`src/rtl/oneshot_pkg.sv`:
```
// Shared types and sizing helpers for the one-shot pulse scheduler.
package oneshot_pkg;

  localparam int STATE_W   = 2;
  localparam int MIN_CNT_W = 4;

  typedef enum logic [STATE_W-1:0] {
    ST_IDLE  = 2'd0,
    ST_PULSE = 2'd1,
    ST_GUARD = 2'd2
  } state_t;

  // The shared counter times both pulse widths and the guard gap (up to 15).
  function automatic int cnt_width(input int width_w);
    return (width_w > MIN_CNT_W) ? width_w : MIN_CNT_W;
  endfunction

endpackage

```
`src/rtl/oneshot_scheduler_rr_pick.sv`:
```
// Combinational round-robin picker: first set pending bit at or above ptr, with wrap.
module rr_pick #(
  parameter int NUM_REQ = 4,
  parameter int IDX_W   = $clog2(NUM_REQ)
) (
  input  logic [NUM_REQ-1:0] pending,
  input  logic [IDX_W-1:0]   ptr,
  output logic               valid,
  output logic [NUM_REQ-1:0] onehot,
  output logic [IDX_W-1:0]   index
);

  function automatic logic [IDX_W-1:0] wrap(input logic [IDX_W-1:0] base, input int off);
    int sum;
    sum = int'(base) + off;
    if (sum >= NUM_REQ) sum = sum - NUM_REQ;
    return IDX_W'(sum);
  endfunction

  always_comb begin
    // NOTE: every output gets a default before the search so no path leaves a latch.
    valid  = 1'b0;
    onehot = '0;
    index  = '0;
    // Walk from the farthest offset down so the nearest candidate is the last writer.
    for (int k = NUM_REQ - 1; k >= 0; k--) begin
      if (pending[wrap(ptr, k)]) begin
        valid = 1'b1;
        index = wrap(ptr, k);
      end
    end
    if (valid) onehot[index] = 1'b1;
  end

endmodule

```
`src/rtl/oneshot_scheduler.sv`:
```
// Shares one pulse line among NUM_REQ requesters: edge capture, round-robin
// arbitration, exact-width pulse, then a forced low guard gap.
module oneshot_scheduler
  import oneshot_pkg::*;
#(
  parameter int NUM_REQ = 4,
  parameter int WIDTH_W = 8,
  parameter int GUARD   = 2
) (
  input  logic                       clk,
  input  logic                       rst,
  input  logic [NUM_REQ-1:0]         req,
  input  logic [NUM_REQ*WIDTH_W-1:0] width,
  output logic                       pulse,
  output logic [NUM_REQ-1:0]         grant,
  output logic [NUM_REQ-1:0]         done,
  output logic                       busy
);

  localparam int IDX_W = $clog2(NUM_REQ);
  localparam int CNT_W = cnt_width(WIDTH_W);

  typedef logic [CNT_W-1:0] cnt_t;

  localparam cnt_t GUARD_LOAD = cnt_t'((GUARD > 0) ? GUARD - 1 : 0);
  localparam cnt_t CNT_ONE    = cnt_t'(1);

  state_t             state;
  cnt_t               cnt;
  logic [NUM_REQ-1:0] req_q;
  logic [NUM_REQ-1:0] pending;
  logic [IDX_W-1:0]   ptr;

  logic [NUM_REQ-1:0] rise;
  logic               pick_valid;
  logic [NUM_REQ-1:0] pick_onehot;
  logic [IDX_W-1:0]   pick_idx;
  logic [WIDTH_W-1:0] sel_width;
  logic [IDX_W-1:0]   ptr_next;
  logic               take;
  logic [NUM_REQ-1:0] pending_clr;

  assign rise = req & ~req_q;

  rr_pick #(
    .NUM_REQ (NUM_REQ),
    .IDX_W   (IDX_W)
  ) u_pick (
    .pending (pending),
    .ptr     (ptr),
    .valid   (pick_valid),
    .onehot  (pick_onehot),
    .index   (pick_idx)
  );

  assign sel_width   = width[int'(pick_idx)*WIDTH_W +: WIDTH_W];
  assign ptr_next    = (pick_idx == IDX_W'(NUM_REQ - 1)) ? '0 : pick_idx + 1'b1;
  assign take        = (state == ST_IDLE) && pick_valid;
  assign pending_clr = take ? pick_onehot : '0;

  always_ff @(posedge clk or negedge rst) begin
    if (!rst) begin
      state   <= ST_IDLE;
      cnt     <= '0;
      req_q   <= '0;
      pending <= '0;
      ptr     <= '0;
      pulse   <= 1'b0;
      grant   <= '0;
      done    <= '0;
      busy    <= 1'b0;
    end else begin
      // NOTE: non-blocking assignments let every register see pre-edge values.
      req_q <= req;
      done  <= '0;
      // A rise on the bit being granted this edge wins, so the request survives.
      pending <= (pending & ~pending_clr) | rise;

      unique case (state)
        ST_IDLE: begin
          if (pick_valid) begin
            ptr <= ptr_next;
            if (sel_width == '0) begin
              done <= pick_onehot;
            end else begin
              grant <= pick_onehot;
              pulse <= 1'b1;
              cnt   <= cnt_t'(sel_width) - CNT_ONE;
              state <= ST_PULSE;
              busy  <= 1'b1;
            end
          end
        end

        ST_PULSE: begin
          if (cnt == '0) begin
            pulse <= 1'b0;
            grant <= '0;
            done  <= grant;
            if (GUARD == 0) begin
              state <= ST_IDLE;
              busy  <= 1'b0;
            end else begin
              state <= ST_GUARD;
              cnt   <= GUARD_LOAD;
            end
          end else begin
            cnt <= cnt - CNT_ONE;
          end
        end

        ST_GUARD: begin
          if (cnt == '0) begin
            state <= ST_IDLE;
            busy  <= 1'b0;
          end else begin
            cnt <= cnt - CNT_ONE;
          end
        end

        default: begin
          state <= ST_IDLE;
          busy  <= 1'b0;
          pulse <= 1'b0;
          grant <= '0;
        end
      endcase
    end
  end

endmodule

```
`config.mk`:
```
export PLATFORM = sky130hd
export DESIGN_NAME = oneshot_scheduler
export DESIGN_NICKNAME = d
export VERILOG_FILES = /design/src/rtl/oneshot_pkg.sv /design/src/rtl/oneshot_scheduler_rr_pick.sv /design/src/rtl/oneshot_scheduler.sv
export SDC_FILE = /design/constraint.sdc
export NUM_CORES = 1
export LEC_CHECK = 0
export CAP_MARGIN = 20
export CORE_MARGIN = 2
export CORE_UTILIZATION = 54
export CTS_CLUSTER_SIZE = 40
export DETAILED_ROUTE_END_ITERATION = 16
export PLACE_DENSITY = 0.82
export SYNTH_ARGS = -nofsm -noshare
export SYNTH_HDL_FRONTEND = slang
export SYNTH_SLANG_ARGS = --single-unit
```
`constraint.sdc`:
```
create_clock -name clk -period 6 [get_ports clk]
set_input_delay 1.2 -clock clk [delete_from_list [all_inputs] [get_ports clk]]
set_output_delay 1.2 -clock clk [all_outputs]
set_load 0.05 [all_outputs]
```
==> results.cfg, run 1 <==
[sta]
fin_skew_ns = 0.00605
min_period_ns = 3.70
setup-tns-final_ns = 0
relSlewSlack = 0.316
fmax_mhz = 271
timing.final.crit_share = 0.616
grt_setup_unrepaired = false
slew_viol_final = 0
final_hold_viol_count = 0
setup_viol = 0
worst_pin_slew_ns = 1.03

[clock_network]
cts_max_level = 2
clkSlewWorstSetupHoldPaths_ns = 0.07
clock-sinks = 30
clk_root_buffer_cell = clkbuf_8
cts_resized = 0
cts_hold_buf = 0
cts_tree = built
cts_buffers = 5
cts_setup_buffers = 0
clockBufferDepth = 2
clkLatencyLatePin_ns = 0.28

[floorplan]
die_h_um = 65.3
die-area_um2 = 4260
core_um2 = 3630
row_count = 22
die_w_um = 65.3
pin_count = 48
initial_core_util = 0.559

[drt]
drc = 0
drt-total-wl_um = 5160
drtIter0Drc = 150
routedWlPerCell_um = 15.0
drt-vias-per-instance = 5.85
num_vias = 2005
antenna_left = 0
firstDrtPassIters = 4

[status]
status = completed

[synthesis]
ys_seq_elements = 30
ys_warn_count = 0
synth_area_leaders = dfrtp_1 37%, o21ai_0 7.9%, nand3_1 7.6%
ys_seq_area_frac = 0.370
syn_inst = 246
ys_async_sr_fraction = 1.00
synthesis.area_um2 = 2030
synth_cell_type_count = 44
synth_top_area_share = 0.370
synth_largest_area_cell = dfrtp_1
yosysMostFrequentCell = o21ai_0
synth_commonest_cells = 32 x o21ai_0, 31 x nand3_1, 30 x dfrtp_1
synth_edf_count = 0
ys.flop_type = dfrtp_1
syn_area_per_cell_um2 = 8.25
synth_nets = 296

[placed_design]
io_buffers = 47
finalWeightedCongestion = 0.873
dp_hpwl_um = 3890

[grt]
grt_pass1_vias = 2063
antenna_found_initial = 0
met2_usage = 0.473
track_usage = 0.273
grt_max_degree = 31
use_met3 = 0.0651
use_met1 = 0.326
grt-ovfl-total = 0
grt_first_pass_wirelength_um = 9000
grt-busiest-layer = met2

[flow_run]
drv_cap = 0

[critical_path]
critPathKind = reg -> reg
crit_arrival_ns = 3.90
path_max_fanout = 16
start_kind = register
crit_path_end_kind = register
cp.required_ns = 6.20

[power_and_ir_drop]
p_per_area_nw_per_um2 = 601
ir_drop_mv = 0.346
finalPower_mw = 1.58
leakagePower_nw = 1.14

[cells_and_area]
n_antenna_cell = 0
drive_gt1_frac = 0.0542
final.fill_count = 307
layout.nets = 344
area_growth_pct = 29.5

[min_path]
hold_path_class = reg -> reg
==> logic make-up (layout without fill, tap and decap cells) <==
logic type,after synthesis,after routing,synth area share
adder cells (fa/ha/maj),12,12,0.0740
AND/OR/NAND/NOR,93,93,0.216
buffers and inverters,23,72,0.0487
XOR/XNOR,6,6,0.0259
AO/OA/AOI/OAI,78,78,0.245
flip-flops,30,30,0.370
multiplexers,4,4,0.0210
==> power by group <==
| group | leakage, nW | switching [mW] | internal (mW) |
|---|---|---|---|
| Combinational | 0.722 | 0.659 | 0.400 |
| Clock | 0.0472 | 0.0809 | 0.0921 |
| Sequential | 0.369 | 0.0680 | 0.280 |
| Total | 1.14 | 0.808 | 0.772 |
==> metrics by stage <==
| stage | utilization | setup WS [ns] | hold slack, ns | area (um2) | cells |
|---|---|---|---|---|---|
| floorplan | - | 3.10 | 0.400 | 2030 | 246 |
| global placement | 0.697 | 2.43 | 0.404 | 2530 | 335 |
| detailed placement | 0.697 | 2.33 | 0.415 | 2530 | 335 |
| CTS | 0.723 | 2.32 | 0.424 | 2630 | 343 |
| global route | 0.723 | 1.92 | 0.428 | 2630 | 343 |
| finish | 0.723 | 2.30 | 0.418 | 2630 | 343 |
==> layer usage <==
metal  up-vias  wire length (um)  share of wire
met2        65              2580           0.50
met3        17               257          0.050
met5         -                 0              0
met4         0               129          0.025
met1       941              2200           0.43
li1        982                 -              -
==> worst max-delay path, stage by stage, from the launching register on <==
cell,delay [ns]
dfrtp_1,0.43
nor2b_1,0.18
a21o_1,0.17
a211oi_2,0.74
nand3_1,0.23
a222oi_1,0.94
a31oi_2,0.32
o21ai_4,0.38
o21ai_0,0.13
o21ai_0,0.09
==> area by class of cell <==
type / instances / area (um2) / area share
multi-input combinational: 193 / 1180 / 0.449
inverter: 15 / 56.3 / 0.0214
timing repair buffer: 49 / 485 / 0.185
clock buffer: 6 / 82.6 / 0.0314
sequential: 30 / 751 / 0.286
tap: 48 / 60.1 / 0.0229
clock inverter: 2 / 12.5 / 0.00476
==> layout by cell type (no fill, tap or decap), drive strengths merged, types with 2 or more instances in the layout <==
cell and instances:
a211oi 3, a21o 3, a21oi 17, a22o 4, a2bb2oi 4, and2 2, buf 2, clkbuf 6
clkdlybuf4s50 47, clkinv 2, dfrtp 30, ha 12, inv 14, mux2 2, mux2i 2, nand2 26
nand2b 5, nand3 31, nand3b 2, nor2 17, nor2b 3, nor3 2, nor4 2, o211ai 3
o21ai 35, xnor2 4, xor2 2
==> sequential cells by signal, summed over array words and instances (netlist names) <==
signal   cells
cnt          8
done         4
grant        4
pending      4
req_q        4
ptr          2
state        2
busy         1
pulse        1
==> final timing paths <==
path | start | end | slack [ns] | depth (start not counted)
min reg2reg | req_q[0] | pending[0] | 0.42 | 1
min | req_q[0] | pending[0] | 0.42 | 1
min in group asynchronous | rst | cnt[4] | 1.29 | 2
max reg2reg | pending[2] | cnt[2] | 2.30 | 9
max | pending[2] | cnt[2] | 2.30 | 9
max in group asynchronous | rst | pending[3] | 4.42 | 2
(Power assumes the default switching activity.)
==> run 2: changes to the inputs <==
--- a/config.mk
+++ b/config.mk
@@ -7,10 +7,10 @@
 export LEC_CHECK = 0
 export CAP_MARGIN = 20
 export CORE_MARGIN = 2
-export CORE_UTILIZATION = 54
+export CORE_UTILIZATION = 50
 export CTS_CLUSTER_SIZE = 40
 export DETAILED_ROUTE_END_ITERATION = 16
-export PLACE_DENSITY = 0.82
+export PLACE_DENSITY = 0.76
 export SYNTH_ARGS = -nofsm -noshare
 export SYNTH_HDL_FRONTEND = slang
 export SYNTH_SLANG_ARGS = --single-unit
==> constraint.sdc (replaced) <==
create_clock -name clk -period 3.7 [get_ports clk]
set_input_delay 0.74 -clock clk [delete_from_list [all_inputs] [get_ports clk]]
set_output_delay 0.74 -clock clk [all_outputs]
set_load 0.05 [all_outputs]
==> run 2 against run 1 <==
Cell count up 0.87%. Sequential share of layout area fell by 0.38 points. Global-route usage fell by 3.4 points. Critical endpoint is now cnt[5]. Fmax increased by 15%. Hold slack gained 0.0048 ns. Largest power group unchanged. Critical path type unchanged. Setup slack worse by 1.8 ns. Non-clock buffer count grew 2.
==> results.cfg, run 2 (synthesis gave the netlist of run 1 again) <==
[min_path]
whs_path_depth = 1
hp-start = req_q[2]
hold_end = pending[2]
hold_path_class = reg -> reg

[critical_path]
critPathKind = reg -> reg
slowest_stage = a2111oi_1
start_kind = register
worstPathBufferInverterCount = 1
slowest_delay_ns = 0.70
rrSetupSlack_ns = 0.49
path_max_fanout = 16
cpLargestDelayFamily = compound AO/OA/AOI/OAI gates
r2r-end = cnt[5]
crit_chain = nor2b_1 > a21o_1 > a211oi_2 > buf_4 > nand3_1 > a2111oi_1 > a31oi_2 > o21ai_4 > o21ai_0 > o21ai_0
worstRegToRegCells = 10
crit_path_end_kind = register
worstReg2RegStart = pending[2]
crit_top_cell = o21ai_0
critPathLaunch = pending[2]
crit_arrival_ns = 3.41
cp.required_ns = 3.90

[clock_network]
clockBufferDepth = 2
cts_buffers = 5
cts_setup_buffers = 0
cts_max_level = 2
cts_resized = 0
clk_root_buffer_cell = clkbuf_8
cts_hold_buf = 0
cts_tree = built
clock-sinks = 30
clkLatencyLatePin_ns = 0.28
clkSlewWorstSetupHoldPaths_ns = 0.06

[power_and_ir_drop]
finalPower_mw = 2.63
combPwrFrac = 0.657
swShare = 0.490
leakagePower_nw = 1.16
p_clk_frac = 0.128
ir_drop_mv = 0.443
p_seq_frac = 0.215
internal-power_mw = 1.34
p_sw_mw = 1.29
p_per_area_nw_per_um2 = 987

[status]
status = completed

[cells_and_area]
final.fill_count = 349
largest_reg_flops = 8
n_antenna_cell = 0
area_growth_pct = 31.2
regMostFlops = cnt
post_layout_nonfiller_instances = 346
drive_gt1_frac = 0.0574
final_cell_mix = 47 x clkdlybuf4s50_1, 32 x o21ai_0, 31 x nand3_1, 30 x dfrtp_1, 26 x nand2_1
layout.nets = 346
final_common_cell = clkdlybuf4s50_1

[placed_design]
finalWeightedCongestion = 0.837
place_ws_ns = 0.525
io_buffers = 47
dp_hpwl_um = 3920
dp.cells = 339

[floorplan]
initial_core_util = 0.515
core_um2 = 3940
row_count = 23
die_w_um = 67.7
die_h_um = 67.7
die-area_um2 = 4580
pin_count = 48

[sta]
grt_setup_unrepaired = false
setup-tns-final_ns = 0
slew_viol_final = 0
worst_pin_slew_ns = 0.841
relSlewSlack = 0.439
fin_skew_ns = 0.00533
min_period_ns = 3.21
final_hold_viol_count = 0
final.setup.worst_slack_ns = 0.489
fmax_mhz = 311
timing.final.crit_share = 0.868
setup_viol = 0

[drt]
route.met3.wl_um = 174
top_layer = met4
drc = 0
num_vias = 1986
antenna_left = 0
drt-total-wl_um = 5030
met2_length_um = 2560
firstDrtPassIters = 4
drt-vias-per-instance = 5.74
drtIter0Drc = 118
wl_met1_um = 2240
routedWlPerCell_um = 14.5

[grt]
antenna_found_initial = 0
track_usage = 0.239
grt_max_degree = 31
grt_pass1_vias = 1863
grt_first_pass_wirelength_um = 8200
grt-ovfl-total = 0

[flow_run]
drv_cap = 0
## run 2: cell count changes in the layout (fill, tap and decap cells not counted), sizes merged
cell | before | now
bufinv | 0 | 1
clkinv | 2 | 1
clkinvlp | 1 | 0
buf | 2 | 4
## run 2: area by class of cell
type                       instances  area, um2  area share
multi-input combinational        193       1180       0.443
sequential                        30        751       0.282
timing repair buffer              51        500       0.188
clock buffer                       6       82.6      0.0310
tap                               50       62.6      0.0235
inverter                          15       56.3      0.0211
clock inverter                     1       30.0      0.0113
## run 2: worst max-delay path by stage
stage	end	slack, ns	cells after the start
2_1_floorplan	cnt[2]	0.95	13
3_3_place_gp	cnt[7]	0.62	11
3_5_place_dp	cnt[5]	0.52	10
4_1_cts	cnt[5]	0.47	10
5_1_grt	cnt[5]	0.15	10
6_report	cnt[5]	0.49	10
## run 2: power by group through the flow
stage	clock, mW	combinational [mW]	sequential [mW]
2_1_floorplan	0	1.21	0.647
3_3_place_gp	0	1.68	0.566
3_5_place_dp	0	1.73	0.567
4_1_cts	0.340	1.73	0.563
5_1_grt	0.355	1.92	0.577
6_report	0.337	1.73	0.564
## run 2: worst reg2reg max path, stage by stage, from the launching register on
cell and delay [ns]:
dfrtp_1 0.43, nor2b_1 0.18, a21o_1 0.17, a211oi_2 0.39, buf_4 0.24, nand3_1 0.14
a2111oi_1 0.70, a31oi_2 0.28, o21ai_4 0.36, o21ai_0 0.14, o21ai_0 0.10
## run 2: routing by layer
metal  vias to the layer above  track usage
li1                        981            -
met1                       956        0.287
met2                        42        0.425
met3                         7       0.0450
met4                         0       0.0765
met5                         -            0
## run 2: stage by stage
step / utilization / area (um2) / hold slack, ns
after floorplan: - / 2030 / 0.400
after global placement: 0.647 / 2550 / 0.402
after detailed placement: 0.647 / 2550 / 0.420
after CTS: 0.675 / 2660 / 0.428
after global routing: 0.675 / 2660 / 0.441
final: 0.675 / 2660 / 0.422
